[src/rtl/fprint_pio_release.sv]
// fprint_pio_release
//   Output-commit stage between the dual-core nios_fprint system and the
//   external LED PIO. Each core's LED write is held, tagged with its task ID,
//   until the fingerprint comparator confirms both cores agree for the stored
//   active task; only then is the value driven onto the board pins.
//
// Ports
//   osc_clk, reset_n               clock, asynchronous active-low reset
//   active_valid/active_task       strobe latching the currently executing task
//   cN_wr_valid/_task/_data        PIO write from core N (N = 0, 1) with task tag
//   fp_release/fp_mismatch/fp_task comparator verdict for fp_task
//   err_clear                      clears the sticky error flags
//   pio_out                        committed LED value
//   pending                        1 while at least one write is held
//   mismatch_err                   sticky: verdict mismatch, data disagreement, abort
//   overrun_err                    sticky: write from a core already holding an entry
//   timeout_err                    sticky: WAIT timeout
//
// Configuration
//   FPRINT_PIO_TIMEOUT_EN  when defined, a 16-bit timer aborts a WAIT that
//                          lasts TIMEOUT_CYC cycles; otherwise timeout_err is 0.

module fprint_pio_release #(
  parameter int WIDTH       = 4,
  parameter int TASK_W      = 4,
  parameter int TIMEOUT_CYC = 65535
) (
  input  logic              osc_clk,
  input  logic              reset_n,
  input  logic              active_valid,
  input  logic [TASK_W-1:0] active_task,
  input  logic              c0_wr_valid,
  input  logic [TASK_W-1:0] c0_wr_task,
  input  logic [WIDTH-1:0]  c0_wr_data,
  input  logic              c1_wr_valid,
  input  logic [TASK_W-1:0] c1_wr_task,
  input  logic [WIDTH-1:0]  c1_wr_data,
  input  logic              fp_release,
  input  logic              fp_mismatch,
  input  logic [TASK_W-1:0] fp_task,
  input  logic              err_clear,
  output logic [WIDTH-1:0]  pio_out,
  output logic              pending,
  output logic              mismatch_err,
  output logic              overrun_err,
  output logic              timeout_err
);

  typedef enum logic {ST_IDLE, ST_WAIT} state_e;

  state_e              state_q, state_d;
  logic [TASK_W-1:0]   task_q, task_d;
  logic                e0_valid_q, e0_valid_d, e1_valid_q, e1_valid_d;
  logic [WIDTH-1:0]    e0_data_q, e0_data_d, e1_data_q, e1_data_d;
  logic [WIDTH-1:0]    pio_q, pio_d;
  logic                pending_q, pending_d;
  logic                mismatch_q, mismatch_d;
  logic                overrun_q, overrun_d;

  logic in_wait, verdict_hit, abort, mism_hit, rel_hit, rel_ok, timeout_hit, flush;
  logic e0_keep, e1_keep, c0_hit, c1_hit;

`ifdef FPRINT_PIO_TIMEOUT_EN
  logic [15:0] timer_q, timer_d;
  logic        timeout_q, timeout_d;
`else
  // The limit only matters when the timer is built in.
  logic unused_timeout_cyc;
  assign unused_timeout_cyc = (TIMEOUT_CYC != 0);
`endif

  always_comb begin
    // NOTE: every combinational output gets a default first so no path leaves
    // it unassigned, which would otherwise infer a latch.
    task_d      = active_valid ? active_task : stored_task_hold();
    in_wait     = (state_q == ST_WAIT);
    verdict_hit = in_wait && (fp_task == task_q);
    // A task switch while holding writes means the held writes are stale.
    abort       = in_wait && active_valid && (active_task != task_q);
    // Mismatch wins over a simultaneous release.
    mism_hit    = verdict_hit && fp_mismatch;
    rel_hit     = verdict_hit && fp_release && !fp_mismatch && !abort &&
                  e0_valid_q && e1_valid_q;
    rel_ok      = rel_hit && (e0_data_q == e1_data_q);
    timeout_hit = 1'b0;
`ifdef FPRINT_PIO_TIMEOUT_EN
    timeout_hit = in_wait && (timer_q == 16'(TIMEOUT_CYC - 1)) &&
                  !(abort || mism_hit || rel_hit);
`endif
    flush       = abort || mism_hit || rel_hit || timeout_hit;

    // Entries are flushed first; same-cycle writes then see the new task and
    // land in empty slots, so they never count as overruns.
    e0_keep     = e0_valid_q && !flush;
    e1_keep     = e1_valid_q && !flush;
    c0_hit      = c0_wr_valid && (c0_wr_task == task_d);
    c1_hit      = c1_wr_valid && (c1_wr_task == task_d);

    e0_valid_d  = e0_keep || c0_hit;
    e1_valid_d  = e1_keep || c1_hit;
    e0_data_d   = (c0_hit && !e0_keep) ? c0_wr_data : e0_data_q;
    e1_data_d   = (c1_hit && !e1_keep) ? c1_wr_data : e1_data_q;

    pio_d       = rel_ok ? e0_data_q : pio_q;
    state_d     = (e0_valid_d || e1_valid_d) ? ST_WAIT : ST_IDLE;
    pending_d   = (state_d == ST_WAIT);

    // A set in the same cycle as err_clear wins.
    mismatch_d  = (mismatch_q && !err_clear) || abort || mism_hit || (rel_hit && !rel_ok);
    overrun_d   = (overrun_q && !err_clear) || (c0_hit && e0_keep) || (c1_hit && e1_keep);
`ifdef FPRINT_PIO_TIMEOUT_EN
    timeout_d   = (timeout_q && !err_clear) || timeout_hit;
    // Counts cycles of one continuous hold; any flush restarts it.
    timer_d     = (in_wait && !flush && state_d == ST_WAIT) ? timer_q + 16'd1 : 16'd0;
`endif
  end

  function automatic logic [TASK_W-1:0] stored_task_hold();
    return task_q;
  endfunction

  // NOTE: the held data words are reset along with their valid bits so the
  // block leaves reset fully deterministic; they are only a few flops.
  always_ff @(posedge osc_clk or negedge reset_n) begin
    if (!reset_n) begin
      state_q    <= ST_IDLE;
      task_q     <= '0;
      e0_valid_q <= 1'b0;
      e1_valid_q <= 1'b0;
      e0_data_q  <= '0;
      e1_data_q  <= '0;
      pio_q      <= '0;
      pending_q  <= 1'b0;
      mismatch_q <= 1'b0;
      overrun_q  <= 1'b0;
`ifdef FPRINT_PIO_TIMEOUT_EN
      timeout_q  <= 1'b0;
      timer_q    <= '0;
`endif
    end else begin
      // NOTE: non-blocking assignments so every register samples the
      // pre-edge values computed above, independent of statement order.
      state_q    <= state_d;
      task_q     <= task_d;
      e0_valid_q <= e0_valid_d;
      e1_valid_q <= e1_valid_d;
      e0_data_q  <= e0_data_d;
      e1_data_q  <= e1_data_d;
      pio_q      <= pio_d;
      pending_q  <= pending_d;
      mismatch_q <= mismatch_d;
      overrun_q  <= overrun_d;
`ifdef FPRINT_PIO_TIMEOUT_EN
      timeout_q  <= timeout_d;
      timer_q    <= timer_d;
`endif
    end
  end

  assign pio_out      = pio_q;
  assign pending      = pending_q;
  assign mismatch_err = mismatch_q;
  assign overrun_err  = overrun_q;
`ifdef FPRINT_PIO_TIMEOUT_EN
  assign timeout_err  = timeout_q;
`else
  assign timeout_err  = 1'b0;
`endif

endmodule

[config.mk]
export PLATFORM = sky130hd
export DESIGN_NAME = fprint_pio_release
export DESIGN_NICKNAME = d
export VERILOG_FILES = /design/src/rtl/fprint_pio_release.sv
export SDC_FILE = /design/constraint.sdc
export NUM_CORES = 1
export LEC_CHECK = 0
export ABC_AREA = 1
export BUFFER_PORTS_ARGS = -buffer_cell sky130_fd_sc_hd__buf_2
export CORE_MARGIN = 5
export CORE_UTILIZATION = 56
export CTS_BUF_LIST = sky130_fd_sc_hd__clkbuf_8
export DETAILED_ROUTE_END_ITERATION = 6
export GPL_ROUTABILITY_DRIVEN = 0
export PLACE_DENSITY = 0.88
export SYNTH_ARGS = -nofsm -noshare
export SYNTH_HDL_FRONTEND = slang
export SYNTH_SLANG_ARGS = --single-unit
[constraint.sdc]
create_clock -name osc_clk -period 2.5 [get_ports osc_clk]
set_input_delay 0.375 -clock osc_clk [delete_from_list [all_inputs] [get_ports osc_clk]]
set_output_delay 0.375 -clock osc_clk [all_outputs]
set_load 0.03 [all_outputs]
==> results of run 1 <==
-- cell type report --
class | instances | area [um^2]
repair buffers | 38 | 190
fillers | 160 | 547
multi-input cells | 118 | 582
inverters | 26 | 97.6
well taps | 27 | 33.8
clock buffers | 3 | 41.3
flip-flops and latches | 21 | 526
clock inverters | 1 | 5.00
-- cell families after synthesis --
logic type / after synthesis / synth area share
compound gates: 13 / 0.0598
xor+xnor: 7 / 0.0506
buf+inv: 27 / 0.0867
flops: 21 / 0.433
other cells: 1 / 0.00309
simple gates: 97 / 0.366
-- worst max path at each step --
| stage | slack [ns] | to | cells past startpoint | startpoint |
|---|---|---|---|---|
| final | 0.90 | e0_data_q[2] | 8 | task_q[0] |
| after global routing | 0.75 | pio_out[3] | 9 | task_q[2] |
| after CTS | 0.89 | e0_data_q[2] | 8 | task_q[0] |
| after detailed placement | 0.78 | e0_data_q[2] | 8 | active_valid |
| after global placement | 0.90 | e0_data_q[2] | 8 | active_valid |
| after floorplan | 1.11 | pio_out[0] | 7 | in_wait |
-- power groups by stage --
stage                     registers, mW  clock network, mW  logic, mW
after detailed placement          0.523                  0      0.364
after floorplan                   0.528                  0      0.234
final                             0.519              0.219      0.367
after global routing              0.530              0.239      0.414
after CTS                         0.515              0.225      0.367
after global placement            0.512                  0      0.347
-- synth_stat cells, drive strengths merged --
cell type   n
a21oi       3
o211ai      1
nand3      16
nor2        8
buf         1
o21ai       7
a21boi      2
nand4       5
nor3        2
dfrtp      21
nand2      62
xnor2       4
conb        1
or2         4
xor2        3
inv        26
-- layout by cell type (no fill, tap or decap), types with 3 or more instances in the layout --
master and n:
dfrtp_1 21, xnor2_1 4, xor2_1 3, o21ai_0 5
inv_1 26, clkbuf_8 3, a21oi_1 3, nand3_1 14
nand4_1 5, or2_2 3, buf_2 38, nand2_2 4
nand2_1 58, nor2_1 6
-- layer usage --
layer,track usage,up-vias
met5,0,-
met4,0.0847,0
met3,0.0344,8
met2,0.332,67
met1,0.227,535
li1,-,600
-- state kept, by name (all words and copies together), names as in the netlist --
name / count
e1_valid_q: 1
overrun_err: 1
mismatch_err: 1
e0_data_q: 4
e1_data_q: 4
pio_out: 4
task_q: 4
e0_valid_q: 1
in_wait: 1
-- critical path, delay by kind of cell, from the launching register on --
family	cells	cell delay, ns
buffers and inverters	1	0.08
XOR/XNOR	1	0.19
flip-flops	1	0.35
AO/OA/AOI/OAI	1	0.33
AND/OR/NAND/NOR	5	0.54
-- metrics by stage --
| stage | util | power (mW) |
|---|---|---|
| 2_1_floorplan | - | 0.762 |
| 3_3_place_gp | 0.707 | 0.859 |
| 3_5_place_dp | 0.707 | 0.887 |
| 4_1_cts | 0.730 | 1.11 |
| 5_1_grt | 0.730 | 1.18 |
| 6_report | 0.730 | 1.11 |
==> metrics.txt, run 1 <==
crit share post-route=0.642; Synth top area share=0.433; Worst Path Required=around 2.7 ns; fin cells=234; Final WS setup=0.896 ns; Max Cap Viol=0; largest net degree at the start of global routing=22; Most Frequent Cell on Critical Path=nand2_1; Tmin final=approximately 1.6 ns; Clk pin slew, worst setup/hold paths=approximately 0.080 ns; clk_lat worst skew=0.26 ns; vias in the first global route=1176; layout cell share with drive strength beyond 1=0.256; WL/cell=roughly 12 um; Initial Util=0.600; post-synthesis sequential area ratio=0.433; RSZ-0062 raised after global routing=false; TNS Setup=0 ns; met2 wire len=1370 um; Pleak=0.866 nW; reg2reg start=task_q[0]; drt pass-1 iters=4; Root Buffer=clkbuf_8; fmax=623 MHz; VDD IR max=between 400 and 500 uV; Distinct cells, synth=21; Synth Register Bits=21; total track usage=0.191; clock skew=0.00399 ns; CTS max path bufs=2; largest fanout on the critical path=7; die extent in y=approximately 57 um; 1st-iter DRT viols=47; DP HPWL=2330 um; Core Area=just over 0.002 mm^2; FF-to-FF setup slack=0.90 ns; Post-CTS Setup Repair Bufs=0; internal power=slightly below 0.7 mW; Worst path slowest cell=dfrtp_1; met1 WL=around 1100 um; total CTS buffers=3; post-place setup slack=0.785 ns; Placed Cells incl. Taps=230; Crit. End Element=flop; grt ovf=0; Clk pwr share=0.198; final-stage net count=240; Gate power share=0.332; Post-DP Area=between 0.001 and 0.0015 mm^2; largest stage delay on the critical path=between 0.3 and 0.4 ns; crit path launch type=flop; post_cts resized=0; design area=about 0.0015 mm^2; Clock Sinks=21; Die ar.=between 0.003 and 0.004 mm^2; post-DR vias/cell=between 5 and 6; initial antenna violation count=0; htree depth=1; Cell Area, Synth=approximately 0.0012 mm^2; pwr dens=749 mW/mm^2; Sw Ratio=0.381; port bufs=38; met3 WL=between 200 and 250 um; crit path DAT=around 1.8 ns; Area growth syn-to-layout=21.7%; max-slew violations=0; residual DRC count=0; Critical Path, Cell by Cell=inv_1, o21ai_1, xnor2_1, nand3_2, nor2_4, nand2_2, nand2_1, nand2_1; Top Layer Used=met4; Hold Buf Count CTS=0; Net Sw Power=around 0.42 mW; CTS tree=done; yosys warns=0; first-pass GRT wire length=about 4800 um; Detailed Route WL=~2800 um; Reg2Reg Depth=8; # IOs=40; # rows=16; die width=about 57 um; # diodes=0; area leader, netlist=dfrtp_1; Hold WC Path Type=in -> async; DRT antenna net count=0; Vias=1210; Critical R2R Capture=e0_data_q[2]; kind of critical path=reg -> reg; Hold WS=~0.057 ns; Reg power frac=0.469; synthesized instance count=around 170; Syn Area/Cell=between 7 and 8 um^2; syn nets=around 200; status=completed; # setup viols final=0; largest cells by area after synthesis=dfrtp_1, nand2_1, inv_1; count of final hold-check violations=0
No activity file was read; power rests on OpenSTA's default activity.
==> run 2: changes to the inputs <==
Settings changed: CORE_UTILIZATION 56 to 52, PLACE_DENSITY 0.88 to 0.83.
Clock period 2.5 ns to 1.5 ns, I/O delays scaled along.
==> metrics.txt, run 2 (same netlist as run 1, synthesis figures left out) <==
status=finished with violations; failing checks=setup timing; most common cell after layout, fill and taps aside=nand2_1; residual DRC count=0; htree depth=1; max-slew violations=0; Clk pin slew, worst setup/hold paths=~0.070 ns; # setup viols final=4; Worst path slowest cell=dfrtp_1; hold path startpoint=c0_wr_data[0]; reg2reg start=task_q[2]; DP HPWL=2370 um; FF-to-FF setup slack=-0.04 ns; design area=around 0.0016 mm^2; first-pass GRT wire length=slightly above 5000 um; crit path launch type=flop; die extent in y=roughly 60 um; Root Buffer=clkbuf_8; drt pass-1 iters=4; Max Cap Viol=0; WHS Path Cells=3; Worst Path Required=1.70 ns; Hold WC Path Type=in -> reg; crit path DAT=1.74 ns; post-DR vias/cell=5.11; Reg2Reg Depth=10; Finished Core Util=0.709; port bufs=38; Crit. End Element=flop; VDD IR max=approximately 700 uV; Clock Sinks=21; WHS Endpoint=e0_data_q[0]; grt ovf=0; Area growth syn-to-layout=29.4%; # diodes=0; CTS max path bufs=2; largest stage delay on the critical path=0.41 ns; CTS tree=done; WL/cell=about 13 um; largest net degree at the start of global routing=22; die width=58.3 um; total CTS buffers=3; Core Area=~0.0022 mm^2; Critical Path, Cell by Cell=inv_2, nand2_2, nand2_2, nor2_2, nand2_1, nand2_2, nand4_1, nand2_2, nand2_2, nand2_1; clk_lat worst skew=between 0.2 and 0.3 ns; DRT antenna net count=0; 1st-iter DRT viols=22; Post-DP Area=0.00143 mm^2; Pleak=0.885 nW; pwr dens=around 1200 mW/mm^2; Die ar.=around 0.0034 mm^2; initial antenna violation count=0; total track usage=0.201; clock skew=~0.0005 ns; Tmin final=roughly 1.5 ns; final-stage net count=242; Most Frequent Cell on Critical Path=nand2_2; TNS Setup=-0.114 ns; Vias=about 1200; commonest non-fill, non-tap cells in the layout=nand2_1, buf_2, inv_1; crit share post-route=1.03; Critical R2R Capture=e1_data_q[0]; Detailed Route WL=between 3000 and 4000 um; kind of critical path=reg -> reg; Initial Util=0.548; Final WS setup=-0.0380 ns; largest fanout on the critical path=5; vias in the first global route=approximately 1300; # IOs=40; layout cell share with drive strength beyond 1=0.373; RSZ-0062 raised after global routing=true; # rows=17; count of final hold-check violations=0; fmax=~650 MHz
==> run 2: cell count changes in the layout (fill, tap and decap cells not counted), moves of 3 or more <==
cell / previous run / this run
nand2_1: 58 / 49
nand2_2: 4 / 13
nor2_1: 6 / 1
o21ai_0: 5 / 0
inv_2: 0 / 4
nor2_2: 0 / 4
inv_1: 26 / 23
o21ai_2: 0 / 3
==> run 2: routing by layer <==
metal	up-vias	global-route usage	routed length (um)
li1	606	-	-
met4	0	0.0993	55
met3	7	0.0334	156
met1	561	0.224	1190
met5	-	0	0
met2	37	0.364	1690
==> run 2: through the flow <==
| stage | power (mW) | setup WS, ns | std cells | hold WS (ns) |
|---|---|---|---|---|
| floorplan | 1.27 | 0.114 | 166 | -0.0706 |
| global placement | 1.43 | 0.0195 | 231 | 0.201 |
| detailed placement | 1.47 | -0.0454 | 231 | 0.201 |
| CTS | 1.84 | -0.0266 | 236 | 0.193 |
| global route | 2.06 | -0.194 | 237 | 0.206 |
| finish | 1.93 | -0.0380 | 237 | 0.195 |
==> run 2: layout make-up <==
| type | instances | area [um^2] |
|---|---|---|
| multi-input cells | 118 | 658 |
| repair buffers | 40 | 208 |
| fillers | 184 | 643 |
| well taps | 28 | 35.0 |
| flip-flops and latches | 21 | 526 |
| clock inverters | 1 | 3.75 |
| inverters | 26 | 97.6 |
| clock buffers | 3 | 41.3 |
==> run 2: worst max path at each step <==
| stage | start | to | slack, ns |
|---|---|---|---|
| final | task_q[2] | e1_data_q[0] | -0.04 |
| after global routing | task_q[2] | e1_data_q[3] | -0.19 |
| after CTS | task_q[1] | pio_out[2] | -0.03 |
| after detailed placement | task_q[1] | pio_out[1] | -0.05 |
| after global placement | task_q[0] | e0_data_q[2] | 0.02 |
| after floorplan | in_wait | pio_out[0] | 0.11 |
==> run 2: what timing repair did <==
item	in CTS	in global routing
endpoints found under the setup margin	15	17
hold buffers	1	0
resized for setup	6	28
setup buffers	0	1
endpoints found under the hold margin	21	0
pin swaps	2	17
==> run 2: critical path: cells and delay by family (launching register included) <==
family | cells | cell delay [ns]
buffers and inverters | 1 | 0.08
AND/OR/NAND/NOR | 9 | 0.98
flip-flops | 1 | 0.41
==> run 2: power by group <==
part           leakage, nW  switching [mW]  internal (mW)
clock               0.0269           0.183          0.183
combinational        0.587           0.435          0.265
sequential           0.271           0.142          0.723
==> run 3: changes to the inputs <==
Settings changed: ABC_AREA 1 to unset, CELL_PAD_IN_SITES_DETAIL_PLACEMENT set to 2, CELL_PAD_IN_SITES_GLOBAL_PLACEMENT set to 2, CORE_UTILIZATION 52 to 32.
==> metrics.txt, run 3 <==
largest fanout on the critical path=4; # IOs=40; Reg power frac=0.416; Detailed Route WL=about 4500 um; number of synthesized flops with an enable pin=0; DRT antenna net count=0; post-place setup slack=-0.401 ns; # setup viols final=16; Core Area=about 0.0034 mm^2; crit path DAT=roughly 2.0 ns; met3 WL=approximately 130 um; Final WS setup=-0.354 ns; WL/cell=roughly 22 um; CTS max path bufs=2; Max Cap Viol=0; Synth top cells by count=dfrtp_1, mux2_2, xnor2_1; most common cell after layout, fill and taps aside=buf_2; Cell Area, Synth=between 0.001 and 0.0015 mm^2; max-slew violations=0; die width=roughly 70 um; Critical Path, Cell by Cell=xnor2_2, nand3_4, o311ai_2, nand2_2, mux2_2; CTS tree=done; kind of critical path=reg -> reg; die extent in y=roughly 70 um; final-stage net count=between 150 and 200; Tmin final=~1.9 ns; Net Sw Power=between 0.8 and 0.9 mW; post-synthesis sequential area ratio=0.458; RSZ-0062 raised after global routing=true; Die ar.=just under 0.005 mm^2; Most used DFF post-synth=dfrtp_1; initial antenna violation count=0; 1st-iter DRT viols=29; fmax=between 500 and 600 MHz; first-pass GRT wire length=just over 7000 um; Distinct cells, synth=30; FF-to-FF setup slack=-0.35 ns; Top Layer Used=met4; Clk pin slew, worst setup/hold paths=about 0.09 ns; Pleak=0.819 nW; Clock Sinks=21; Crit. End Element=flop; Area growth syn-to-layout=50.1%; crit path launch type=flop; Crit path max-delay family=flip-flops; pwr dens=about 1300 mW/mm^2; Gate power share=0.408; port bufs=38; DP HPWL=roughly 3000 um; area leader, netlist=dfrtp_1; Clk pwr share=0.176; Vias=982; largest cells by area after synthesis=dfrtp_1, mux2_2, xnor2_1; Slew Limit Headroom=0.664; Worst Path Required=1.66 ns; layout cell share with drive strength beyond 1=0.617; count of final hold-check violations=0; drt pass-1 iters=4; clk_lat worst skew=approximately 0.27 ns; Syn Area/Cell=around 12 um^2; most frequent cell after synthesis=dfrtp_1; VDD IR max=about 700 uV; commonest non-fill, non-tap cells in the layout=buf_2, dfrtp_1, mux2_2; synthesized instance count=just under 100; grt ovf=0; htree depth=1; share of async-settable or async-resettable flops after synthesis=1.00; vias in the first global route=approximately 1300; measured slew at the worst slew-check pin=0.504 ns; total track usage=0.194; yosys warns=0; Initial Util=0.336; post-DR vias/cell=slightly below 5; crit share post-route=1.24; Synth top area share=0.458; status=finished with violations; syn nets=about 130; met2 wire len=~2600 um; CP Buf/Inv Count=0; clock skew=approximately 0.01 ns; TNS Setup=-4.28 ns; Worst path slowest cell=dfrtp_2; # rows=21; # fillers=352; Root Buffer=clkbuf_8; # diodes=0; largest net degree at the start of global routing=22; total CTS buffers=3; Sw Ratio=0.392; Hold WC Path Type=in -> reg; internal power=between 1 and 1.5 mW; largest stage delay on the critical path=between 0.4 and 0.5 ns; failing checks=setup timing; met1 WL=about 1700 um; Synth Register Bits=21; residual DRC count=0
-- run 3: cell types whose count changed after synthesis, moves of 4 or more --
| cell | change |
|---|---|
| nand2_1 | -53 |
| nand2b_1 | +5 |
| xnor2_1 | +7 |
| inv_1 | -21 |
| nand3_1 | -11 |
| mux2_2 | +13 |
| nand2_2 | -4 |
| o21ai_0 | -4 |
| nand4_1 | -5 |
| xor2_1 | +4 |
-- run 3: stage by stage --
stage                     power (mW)  cell area, um^2  hold WS, ns  cells   util
after detailed placement        1.67             1500        0.218    193  0.439
after global placement          1.58             1500        0.208    193  0.439
after floorplan                 1.31             1180      -0.0706     99      -
final                           2.25             1720        0.168    200  0.505
after CTS                       2.15             1670        0.163    200  0.488
after global routing            2.37             1720        0.175    200  0.505
-- run 3: layout make-up --
class / instances / area [um^2] / share of cell area
Timing Repair Buffer: 53 / 317 / 0.184
Multi-Input combinational cell: 71 / 753 / 0.437
Sequential cell: 21 / 529 / 0.307
Inverter: 5 / 18.8 / 0.0109
Clock buffer: 3 / 41.3 / 0.0239
Clock inverter: 1 / 7.51 / 0.00435
Tap cell: 46 / 57.6 / 0.0334
-- run 3: what timing repair did --
action | CTS | global route
pin swaps | 2 | 3
endpoints found under the setup margin | 17 | 17
resized for setup | 17 | 10
hold buffers | 1 | 0
buffers inserted | 2 | 0
hold endpoints to repair | 21 | 0
cloned | 0 | 0
-- run 3: cell families after synthesis --
group           synth area share
buf+inv                   0.0327
other cells              0.00326
simple gates               0.110
mux                        0.178
flops                      0.458
compound gates            0.0817
xor+xnor                   0.137
-- run 3: layer usage --
metal	track usage	vias to the layer above
met4	0.0489	0
met2	0.384	32
met5	0	-
li1	-	451
met1	0.208	493
met3	0.0344	6
-- run 3: final timing paths --
kind	startpoint	endpoint	cells after the start
setup / recovery	task_q[3]	e1_data_q[3]	5
hold / removal	err_clear	overrun_err	2
setup reg to reg	task_q[3]	e1_data_q[3]	5
hold reg to reg	mismatch_err	mismatch_err	2
max in group asynchronous	reset_n	task_q[0]	2
min in group asynchronous	reset_n	task_q[3]	2
-- run 3: power by group through the flow --
stage          Clock [mW]  Combinational, mW  Sequential (mW)
2_1_floorplan           0              0.398            0.908
3_3_place_gp            0              0.694            0.885
3_5_place_dp            0              0.757            0.911
4_1_cts             0.400              0.831            0.919
5_1_grt             0.434              0.976            0.955
6_report            0.395              0.917            0.934
